File: src/rtl/alu_sequencer.sv
// ---------------------------------------------------------------------------
// alu_sequencer
//
// Purpose:
//   Sequences single commands through an external combinational 4-bit ALU.
//   It holds a 4 x 4-bit register file (r0-r3) and a sticky carry flag.
//   The handshake is valid/ready on both the command side and the result side.
//   Each command goes IDLE -> EXEC -> RESP -> IDLE.
//   EXEC is a single settle cycle for the external ALU.
//   RESP holds the result until the consumer takes it.
//
// Ports:
//   clk        rising-edge clock for all state
//   rst        synchronous active-high reset
//   cmd_valid  command present
//   cmd_ready  block can accept a command (registered, high only in IDLE)
//   cmd_op     opcode: 0-13 ALU ops, 14 LOADI, 15 READ
//   cmd_rd     destination register index
//   cmd_rs1    first source register index
//   cmd_rs2    second source register index
//   cmd_imm    immediate value for LOADI
//   alu_a      operand A to the external ALU (held between acceptances)
//   alu_b      operand B to the external ALU (held between acceptances)
//   alu_s      operation select to the external ALU (held between acceptances)
//   alu_y      ALU result
//   alu_cout   ALU carry / shift-out
//   res_valid  result present (high only in RESP)
//   res_ready  consumer can take the result
//   res_data   result value
//   res_cout   result carry (ALU ops only, zero otherwise)
//   c_flag     sticky carry of the last completed ALU op
// ---------------------------------------------------------------------------
module alu_sequencer (
    input  logic       clk,
    input  logic       rst,
    input  logic       cmd_valid,
    output logic       cmd_ready,
    input  logic [3:0] cmd_op,
    input  logic [1:0] cmd_rd,
    input  logic [1:0] cmd_rs1,
    input  logic [1:0] cmd_rs2,
    input  logic [3:0] cmd_imm,
    output logic [3:0] alu_a,
    output logic [3:0] alu_b,
    output logic [3:0] alu_s,
    input  logic [3:0] alu_y,
    input  logic       alu_cout,
    output logic       res_valid,
    input  logic       res_ready,
    output logic [3:0] res_data,
    output logic       res_cout,
    output logic       c_flag
);

    typedef enum logic [1:0] {
        IDLE = 2'd0,
        EXEC = 2'd1,
        RESP = 2'd2
    } state_t;

    localparam logic [3:0] OP_LOADI = 4'hE;
    localparam logic [3:0] OP_READ  = 4'hF;

    state_t     state;
    logic [3:0] regs [4];
    logic [3:0] op_q;
    logic [3:0] imm_q;
    logic [1:0] rd_q;

    // Single FSM process. It owns every piece of state, so all outputs are
    // registered. The register file and c_flag are written only on the
    // EXEC->RESP edge. Reset is checked first, so a reset in EXEC or RESP
    // drops the command without any writeback.
    // Sources are captured into alu_a/alu_b at acceptance. This makes
    // rd == rs1/rs2 safe, and lets READ return the captured alu_a value.
    always_ff @(posedge clk) begin
        if (rst) begin
            state     <= IDLE;
            cmd_ready <= 1'b1;
            res_valid <= 1'b0;
            res_data  <= '0;
            res_cout  <= 1'b0;
            c_flag    <= 1'b0;
            alu_a     <= '0;
            alu_b     <= '0;
            alu_s     <= '0;
            op_q      <= '0;
            imm_q     <= '0;
            rd_q      <= '0;
            for (int i = 0; i < 4; i++) begin
                regs[i] <= '0;
            end
        end else begin
            case (state)
                IDLE: begin
                    if (cmd_valid && cmd_ready) begin
                        alu_a     <= regs[cmd_rs1];
                        alu_b     <= regs[cmd_rs2];
                        alu_s     <= cmd_op;
                        op_q      <= cmd_op;
                        rd_q      <= cmd_rd;
                        imm_q     <= cmd_imm;
                        cmd_ready <= 1'b0;
                        state     <= EXEC;
                    end
                end

                EXEC: begin
                    case (op_q)
                        OP_LOADI: begin
                            res_data   <= imm_q;
                            res_cout   <= 1'b0;
                            regs[rd_q] <= imm_q;
                        end
                        OP_READ: begin
                            res_data <= alu_a;
                            res_cout <= 1'b0;
                        end
                        default: begin
                            res_data   <= alu_y;
                            res_cout   <= alu_cout;
                            regs[rd_q] <= alu_y;
                            c_flag     <= alu_cout;
                        end
                    endcase
                    res_valid <= 1'b1;
                    state     <= RESP;
                end

                RESP: begin
                    if (res_valid && res_ready) begin
                        res_valid <= 1'b0;
                        cmd_ready <= 1'b1;
                        state     <= IDLE;
                    end
                end

                default: begin
                    res_valid <= 1'b0;
                    cmd_ready <= 1'b1;
                    state     <= IDLE;
                end
            endcase
        end
    end

endmodule
File: config.mk
export PLATFORM = sky130hd
export DESIGN_NAME = alu_sequencer
export DESIGN_NICKNAME = d
export VERILOG_FILES = /design/src/rtl/alu_sequencer.sv
export SDC_FILE = /design/constraint.sdc
export NUM_CORES = 1
export LEC_CHECK = 0
export BUFFER_PORTS_ARGS = -buffer_cell sky130_fd_sc_hd__buf_2
export CORE_UTILIZATION = 44
export DETAILED_ROUTE_END_ITERATION = 8
export PLACE_DENSITY = 0.77
export SYNTH_ARGS = -nofsm -noshare
export SYNTH_HDL_FRONTEND = slang
export SYNTH_SLANG_ARGS = --single-unit
File: constraint.sdc
create_clock -name clk -period 5 [get_ports clk]
set_input_delay 1 -clock clk [delete_from_list [all_inputs] [get_ports clk]]
set_output_delay 1 -clock clk [all_outputs]
set_load 0.005 [all_outputs]
After elaboration in Yosys (flattened, before gate mapping)
Memory sizes are Yosys's and may differ from the RTL's. A register that Yosys moved wholly into a read port is not among the register bits. Index checks and enable logic that the tools add are counted. W data, S select, Z words.

Register bits: 20. RAM bits: 16. Input port bits: 23. Output and inout port bits: 20. Logic and storage cells: 54. Memories kept: 1.

Memory list: regs (words 4, bits a word 4, read ports 2, clocked after Yosys merged registers in 2, write ports 4, RTL line 65) `logic [3:0] regs [4];`.

Equal/unequal tests: 6. Mux-type cells: 24. Bitwise operators: 4. Reduce and logical (&&, ||, !) cells: 10.

Operators by type and width (count): $mux W1 (15); $eq A4 B4 Y1 const B (2); $mux W4 (2); $pmux W4 S2 (1); $reduce_and A2 Y1 (4); $mux W2 (3); $pmux W1 S3 (2); $pmux W2 S3 (1); $ne A2 B2 Y1 const B (2); $reduce_or A4 Y1 (1); $not A1 Y1 (3); $reduce_and A3 Y1 (1); $eq A2 B1 Y1 const B (1); $eq A2 B2 Y1 const B (1); $logic_and A1 B1 Y1 (2); $logic_not A2 Y1 (1); $reduce_or A2 Y1 (1); $or A1 B1 Y1 (1).

Depth between registers and ports, before layout
Gate-level depths: netlist of run 1.

Depth in word-level cells: 9. Depth in mapped cells: 6. Gate-level depth less buffers: 3.

Worst setup path after synthesis of run 1
No wires, ideal clock.

Kind: input port to flip-flop. Start point: in rst. End point: mem regs[0][0], enable pin. Setup time: 0.310 ns. Arrival: 2.141 ns. Data required time: 4.690 ns. Slack: 2.549 ns. Cell stages on the path: 4. Buffers on the path: 1. Path through: or3b_4 -> buf_6 -> or4b_4 -> nand2b_1.

RTL lines: from (decl) (RTL line 35) `input logic rst,`; to (decl) (RTL line 65).

==> results of run 1 <==
worst max path at each step:
stage / from / depth (start not counted) / slack (ps) / endpoint
4_1_cts: rst / 4 / 2480 / regs[2][2]
2_1_floorplan: rst / 4 / 2550 / regs[0][0]
5_1_grt: rst / 4 / 2270 / regs[1][1]
3_5_place_dp: rst / 4 / 2170 / regs[2][3]
3_3_place_gp: rst / 4 / 2220 / regs[0][0]
6_report: rst / 4 / 2450 / regs[1][1]
cell usage after synthesis:
cell type,count
a211oi_1,4
a21o_1,1
a21oi_1,39
a41o_1,1
and2b_1,1
and3_1,1
and4bb_2,1
buf_1,2
buf_2,2
buf_6,2
clkbuf_1,7
dfxtp_1,28
edfxtp_1,16
mux4_2,8
nand2_1,38
nand2b_1,8
nand3_1,6
nand4_1,1
nand4b_1,2
nand4bb_1,1
nor2_1,7
nor2b_1,4
nor3_1,1
nor3b_1,2
o21a_1,1
o21ai_0,5
o21bai_1,1
o32ai_1,4
or3b_4,1
or4b_4,1
sequential cells by signal (all words and copies together) (netlist names):
signal     cells
res_data       4
alu_b          4
state          2
alu_a          4
op_q           4
rd_q           2
c_flag         1
res_valid      1
regs          16
res_cout       1
imm_q          4
cmd_ready      1
through the flow:
stage | total power, mW | setup WS [ps] | std cells | hold WS [ps] | area (um^2)
after floorplan | 0.470 | 2550 | 196 | 441 | 1990
after global placement | 0.501 | 2220 | 277 | 443 | 2190
after detailed placement | 0.504 | 2170 | 277 | 445 | 2190
after CTS | 0.764 | 2480 | 285 | 456 | 2300
after global routing | 0.796 | 2270 | 285 | 482 | 2300
final | 0.762 | 2450 | 285 | 453 | 2300
cells by family (layout without fill, tap and decap cells):
kind of cell,Yosys count,count (layout)
compound gates,56,56
buf+inv,13,50
flops,44,44
mux,8,8
simple gates,75,75
layer usage:
metal | wire length [um] | vias up | GRT usage (%)
met5 | 0 | - | 0
met4 | 152 | 0 | 10.9
met3 | 201 | 12 | 5.23
met2 | 2040 | 52 | 30.0
met1 | 2080 | 731 | 26.6
li1 | - | 784 | -
cell type report:
cell class,count,area [um^2]
Clock inverter,2,35.0
Tap cell,52,65.1
Fill cell,407,2050
Sequential cell,44,1040
Clock buffer,6,72.6
Multi-Input combinational cell,139,878
Timing Repair Buffer,42,210
worst max-delay path, stage by stage:
cell and delay, ps:
buf_2 290, nor3b_1 680, nand4b_1 330, nand2b_1 260
where the power goes:
group          total, mW  internal (mW)  leakage, nW  switching (mW)
Sequential         0.409          0.391        0.394          0.0184
Combinational     0.0875         0.0400        0.434          0.0475
Clock              0.266          0.148       0.0552           0.117
Total              0.762          0.579        0.884           0.183
==> impl_metrics.toml, run 1 <==
[sta]
finalCritPeriodShare_pct = 51.1
period_needed_ps = 2550
fin_worst_skew_ps = 8.73
rsz0062_at_grt = "no"
tns_ps = 0
setup_violations = 0
slew_violations = 0
hold_violations = 0
fmax_mhz = 392
tightestPinTransition_ps = 797
slew_headroom_pct = 46.6

[drt]
drt_iter0_drc = 84
num_vias = 1579
drc_errors = 0
wl_per_cell_um = 15.7
dr.pass1.iters = 4
antenna_left = 0
viasPerCell = 5.54
wl_um = 4470

[global_route]
grt_max_degree = 35
grt_overflow = 0
grt_pass1_wl_um = 7400
grt_usage_pct = 20.0
antenna_found_initial = 0
grt_pass1_vias = 1483

[yosys]
synthSimpleGateAreaFrac_pct = 19.2
yosys.area.top_type_share_pct = 28.2
syn_nets = 219
synth-seq-cells = 44
synth.area.mux_share_pct = 9.07
synth_adder_area_share_pct = 0
synth_cells = 196
postSynthAreaPerCell_um2 = 10.1
netlist_area_mm2 = 0.00199
yosys.area.top_type = "dfxtp_1"
seq_area_frac_synth_pct = 52.4
synth_top_family_by_area = "simple AND/OR/NAND/NOR gates"
synth_xor_area_share_pct = 0
synth.distinct_cells = 30
ys_warn_count = 0
ys_top_cells_by_area = "dfxtp_1, edfxtp_1, a21oi_1"
synth_compound_area_share_pct = 16.0

[floorplanning]
rows = 24
fp.dieH_um = 69.2
coreArea_mm2 = 0.00435
die_x_um = 69.2
die_area_mm2 = 0.00479
initial_core_util_pct = 45.6
io_pins = 43

[placement]
dp_hpwl_um = 3240
place.gp.congestion = 0.815
numPortBuffers = 42

[critical_path]
rr_endpoint = "regs[1][1]"
rrSetupSlack_ps = 2930
startpoint_type = "primary input"
required_ps = 5000
cp.arrival_ps = 2560
cp_max_fo = 34
reg2regPathDepth = 3
r2r_start = "state[0]"
endpoint_kind = "register"
crit_type = "primary input to register"

[min_path]
min_path_cells = 2
holdCritPathClass = "register to register"
hold-path-endpoint = "alu_b[2]"
hp-start = "alu_b[2]"

[clocking]
cts.path.max_buffers = 2
cts_sinks = 44
root_buffer = "clkbuf_8"
numCtsBuffers = 5
post_cts_buffers = 0
cts_tree = "yes"
clk_pin_slew_worst_paths_ps = 80
ctsResizeCount = 0
clock_latency_ps = 300
ctsHtreeMaxLevel = 2
holdBufCountCts = 0

[power_and_ir_drop]
power_density_mw_per_mm2 = 331
ir_drop_mv = 0.166
p_leak_nw = 0.884

[finish]
layout_common_cells = "buf_2, a21oi_1, nand2_1, dfxtp_1, edfxtp_1"
drive_gt1_share_pct = 25.8
final_core_util_pct = 52.9
fin_nets = 255
syn_to_final_growth_pct = 15.9
final_common_cell = "buf_2"
diodes = 0

[status]
status = "finished, final reports clean"

[job]
drv_cap = 0
No activity file was read; power rests on OpenSTA's default activity.
==> run 2: changes to the inputs <==
--- a/config.mk
+++ b/config.mk
@@ -8,7 +8,7 @@
 export BUFFER_PORTS_ARGS = -buffer_cell sky130_fd_sc_hd__buf_2
 export CORE_UTILIZATION = 44
 export DETAILED_ROUTE_END_ITERATION = 8
-export PLACE_DENSITY = 0.77
+export PLACE_DENSITY = 0.79
 export SYNTH_ARGS = -nofsm -noshare
 export SYNTH_HDL_FRONTEND = slang
 export SYNTH_SLANG_ARGS = --single-unit
==> constraint.sdc (replaced) <==
create_clock -name clk -period 2.1 [get_ports clk]
set_input_delay 0.42 -clock clk [delete_from_list [all_inputs] [get_ports clk]]
set_output_delay 0.42 -clock clk [all_outputs]
set_load 0.005 [all_outputs]
==> run 2 against run 1 <==
Register-to-register slack got worse by 2700 ps; cell count increased by 3.2%; first-iteration DRC count increased by 49%; utilization grew 0.95 points; die area is the same; count of clock-buffer cells in the layout is 1 higher; clock power grew 91%; worst setup slack worse by 2200 ps; critical path type is now register to register; largest cell class unchanged.
==> impl_metrics.toml, run 2 (same netlist as run 1, synthesis figures left out) <==
[status]
status = "finished, final reports clean"

[critical_path]
endpoint_kind = "register"
crit_type = "register to register"
slowest_delay_ps = 530
slowest_stage = "or4b_4"
reg2regPathDepth = 3
cp_max_fo = 10
worstPathCellList = "or3b_4 > or4b_4 > nand2b_1"
cp.arrival_ps = 1820
crit_buf_inv = 0
rrSetupSlack_ps = 280
rr_endpoint = "regs[0][3]"
critPathTopFamily = "simple AND/OR/NAND/NOR gates"
startpoint_type = "register"
required_ps = 2100
r2r_start = "state[1]"

[placement]
preCtsSetupSlack_ps = 170
place.gp.congestion = 0.830
dp.cells = 286
numPortBuffers = 42
dp_hpwl_um = 3230
dpl-instance-area_mm2 = 0.00226

[clocking]
ctsResizeCount = 0
cts_tree = "yes"
cts_sinks = 44
holdBufCountCts = 0
numCtsBuffers = 5
root_buffer = "clkbuf_8"
clock_latency_ps = 300
ctsHtreeMaxLevel = 2
post_cts_buffers = 0
clk_pin_slew_worst_paths_ps = 80
cts.path.max_buffers = 2

[finish]
fillers = 386
regMostFlops = "regs"
diodes = 0
largest_reg_flops = 16
drive_gt1_share_pct = 28.1
fin_nets = 264
multi_input_area_um2 = 878
syn_to_final_growth_pct = 18.0
finalInstanceArea_mm2 = 0.00234
final_common_cell = "buf_2"
layoutNonFillerInstCount = 294
layout_common_cells = "buf_2, a21oi_1, nand2_1, dfxtp_1, edfxtp_1"
seq_area_mm2 = 0.00104

[min_path]
min_path_cells = 3
hp-start = "cmd_imm[1]"
holdCritPathClass = "primary input to register"
hold-path-endpoint = "imm_q[1]"

[floorplanning]
rows = 24
initial_core_util_pct = 45.6
fp.dieH_um = 69.2
die_x_um = 69.2
coreArea_mm2 = 0.00435
die_area_mm2 = 0.00479
io_pins = 43

[drt]
dr.pass1.iters = 4
top_layer = "met4"
wl_per_cell_um = 14.9
wl_met2_um = 2000
num_vias = 1646
drt_iter0_drc = 125
wl_met3_um = 252
viasPerCell = 5.60
met1_length_um = 2020
wl_um = 4390
antenna_left = 0
drc_errors = 0

[power_and_ir_drop]
p_leak_nw = 0.912
ir_drop_mv = 0.355
power_density_mw_per_mm2 = 727
finalPower_mw = 1.70

[sta]
finalCritPeriodShare_pct = 86.7
tns_ps = 0
slew_violations = 0
period_needed_ps = 1820
fin_worst_skew_ps = 11.8
setup_violations = 0
slew_headroom_pct = 67.2
fmax_mhz = 549
hold_violations = 0
rsz0062_at_grt = "no"
tightestPinTransition_ps = 487
setup_slack_ps = 279

[global_route]
grt_max_degree = 33
grt_usage_pct = 19.7
grt_pass1_vias = 1520
grt_overflow = 0
antenna_found_initial = 0
grt_pass1_wl_um = 7310

[job]
drv_cap = 0
## run 2: changes by cell type in the layout (fill, tap and decap cells not counted)
cell       delta
buf_4         +9
bufinv_16     -1
clkbuf_1      +1
## run 2: worst max path at each step
stage | slack (ps) | cells past startpoint | endpoint | start
CTS | 280 | 3 | regs[0][3] | state[1]
global route | 180 | 4 | regs[2][0] | state[1]
detailed placement | 170 | 4 | regs[0][3] | rst
global placement | 200 | 4 | regs[0][0] | rst
finish | 280 | 3 | regs[0][3] | state[1]
floorplan | 210 | 5 | regs[0][0] | state[1]
## run 2: tightest hold or removal path, stage by stage
cell and delay, ps:
buf_2 90, nand2_1 50, a21oi_1 50
## run 2: final cells by class
| type | count | area share, % |
|---|---|---|
| Sequential cell | 44 | 44.4 |
| Multi-Input combinational cell | 139 | 37.5 |
| Timing Repair Buffer | 51 | 11.9 |
| Clock buffer | 7 | 3.26 |
| Tap cell | 52 | 2.78 |
| Clock inverter | 1 | 0.214 |
## run 2: per-stage QoR
step	hold WS (ps)	utilization, %
after global placement	438	52.0
final	349	53.8
after global routing	353	53.8
after floorplan	441	-
after CTS	347	53.8
after detailed placement	445	52.0
## run 2: metal layers
metal | vias to the layer above | global-route usage, %
met3 | 10 | 3.78
met1 | 774 | 27.1
li1 | 803 | -
met2 | 59 | 29.6
met5 | - | 0
met4 | 0 | 9.98
## run 2: where the power goes
part	switching, mW	internal [mW]
clock network	0.275	0.234
logic	0.118	0.106
registers	0.0401	0.930
total	0.433	1.27
==> run 3: changes to the inputs <==
--- a/config.mk
+++ b/config.mk
@@ -7,8 +7,9 @@
 export LEC_CHECK = 0
 export BUFFER_PORTS_ARGS = -buffer_cell sky130_fd_sc_hd__buf_2
 export CORE_UTILIZATION = 44
+export CTS_CLUSTER_SIZE = 16
 export DETAILED_ROUTE_END_ITERATION = 8
-export PLACE_DENSITY = 0.79
+export PLACE_DENSITY_LB_ADDON = 0.2
 export SYNTH_ARGS = -nofsm -noshare
 export SYNTH_HDL_FRONTEND = slang
 export SYNTH_SLANG_ARGS = --single-unit
==> constraint.sdc (replaced) <==
create_clock -name clk -period 1.72 [get_ports clk]
set_input_delay 0.344 -clock clk [delete_from_list [all_inputs] [get_ports clk]]
set_output_delay 0.344 -clock clk [all_outputs]
set_load 0.005 [all_outputs]
==> run 3 against run 2 <==
Non-clock buffer count is 6 higher; cell count rose by 2.0%; utilization is 1.2 points higher; final area up 2.2%; die area did not move; sequential share of layout area shrank 0.95 points; count of clock-buffer cells in the layout unchanged.
==> impl_metrics.toml, run 3 (same netlist as run 1, synthesis figures left out) <==
[global_route]
grt_overflow = 0
grt_max_degree = 33
grt_pass1_vias = 1502
grt_usage_pct = 19.7
antenna_found_initial = 0
grt_pass1_wl_um = 7380

[sta]
setup_violations = 0
finalCritPeriodShare_pct = 95.7
slew_headroom_pct = 71.1
fin_worst_skew_ps = 7.30
rsz0062_at_grt = "no"
hold_violations = 0
fmax_mhz = 607
period_needed_ps = 1650
slew_violations = 0
tightestPinTransition_ps = 431

[critical_path]
worstPathCellList = "or3b_4 > or4b_4 > nand2b_4"
cp_num_cells = 3
cp-endpoint = "regs[0][2]"
slowest_delay_ps = 540
crit_start = "state[1]"
critPathTopFamily = "simple AND/OR/NAND/NOR gates"
rr_endpoint = "regs[0][2]"
endpoint_kind = "register"
crit_type = "register to register"
rrSetupSlack_ps = 70
crit_buf_inv = 0
required_ps = 1730
cp_max_fo = 5
startpoint_type = "register"
r2r_start = "state[1]"
slowest_stage = "or4b_4"
reg2regPathDepth = 3
cp.arrival_ps = 1660

[clocking]
clock_latency_ps = 300
root_buffer = "clkbuf_8"
clk_pin_slew_worst_paths_ps = 80
cts.path.max_buffers = 2
cts_sinks = 44
numCtsBuffers = 5
ctsHtreeMaxLevel = 2
ctsResizeCount = 0
post_cts_buffers = 0
holdBufCountCts = 0
cts_tree = "yes"

[floorplanning]
die_area_mm2 = 0.00479
io_pins = 43
die_x_um = 69.2
initial_core_util_pct = 45.6
coreArea_mm2 = 0.00435
rows = 24
fp.dieH_um = 69.2

[drt]
antenna_left = 0
num_vias = 1651
wl_um = 4500
drt_iter0_drc = 91
drc_errors = 0
dr.pass1.iters = 4
wl_per_cell_um = 15.0
viasPerCell = 5.50

[placement]
numPortBuffers = 42
dpl-instance-area_mm2 = 0.00231
place.gp.congestion = 0.807
dp_hpwl_um = 3310

[finish]
drive_gt1_share_pct = 29.8
finalInstanceArea_mm2 = 0.00239
regMostFlops = "regs"
final_common_cell = "buf_2"
syn_to_final_growth_pct = 20.6
fin_nets = 270
layout_common_cells = "buf_2, a21oi_1, nand2_1, dfxtp_1, edfxtp_1"
diodes = 0
largest_reg_flops = 16

[power_and_ir_drop]
ir_drop_mv = 0.576
finalPower_mw = 2.10
p_leak_nw = 0.944
power_density_mw_per_mm2 = 877

[min_path]
min_path_cells = 3
holdCritPathClass = "primary input to register"

[status]
status = "finished, final reports clean"

[job]
drv_cap = 0
[run 3: cell count changes in the layout (fill, tap and decap cells not counted), sizes merged]
cell and change:
buf +6
[run 3: layout make-up]
type                       instances  area (um^2)
sequential                        44         1040
clock buffer                       7         76.3
fill                             403         1960
timing repair buffer              57          323
tap                               52         65.1
multi-input combinational        139          886
clock inverter                     1         3.75
[run 3: metal layers]
layer / vias to the layer above / wire (um) / global-route usage (%)
met4: 0 / 79 / 6.12
met5: - / 0 / 0
met1: 774 / 2020 / 27.9
met3: 10 / 305 / 4.94
met2: 52 / 2100 / 29.8
li1: 815 / - / -
[run 3: worst register-to-register path, cell delays in order (launching register included)]
cell,delay [ps]
dfxtp_1,320
or3b_4,390
or4b_4,540
nand2b_4,120
[run 3: power breakdown]
part	internal [mW]	total, mW	switching, mW
registers	1.14	1.17	0.0393
logic	0.140	0.294	0.154
clock network	0.283	0.631	0.347
total	1.56	2.10	0.540
[run 3: worst min path at each step]
stage               end      start  slack [ps]
2_1_floorplan  imm_q[0]   imm_q[0]         440
3_3_place_gp   alu_b[2]   alu_b[2]         440
3_5_place_dp   alu_b[1]   alu_b[1]         440
4_1_cts         op_q[2]  cmd_op[2]         260
5_1_grt         op_q[1]  cmd_op[1]         280
6_report        op_q[2]  cmd_op[2]         270
[run 3: stage by stage]
| stage | hold WS [ps] | setup TNS (ps) | util, % | setup WS [ps] | instances |
|---|---|---|---|---|---|
| floorplan | 441 | -526 | - | -118 | 196 |
| global placement | 440 | -154 | 53.2 | -38.6 | 292 |
| detailed placement | 445 | -236 | 53.2 | -59.1 | 292 |
| CTS | 264 | 0 | 55.0 | 75.1 | 300 |
| global route | 279 | 0 | 55.0 | 34.1 | 300 |
| finish | 270 | 0 | 55.0 | 73.2 | 300 |
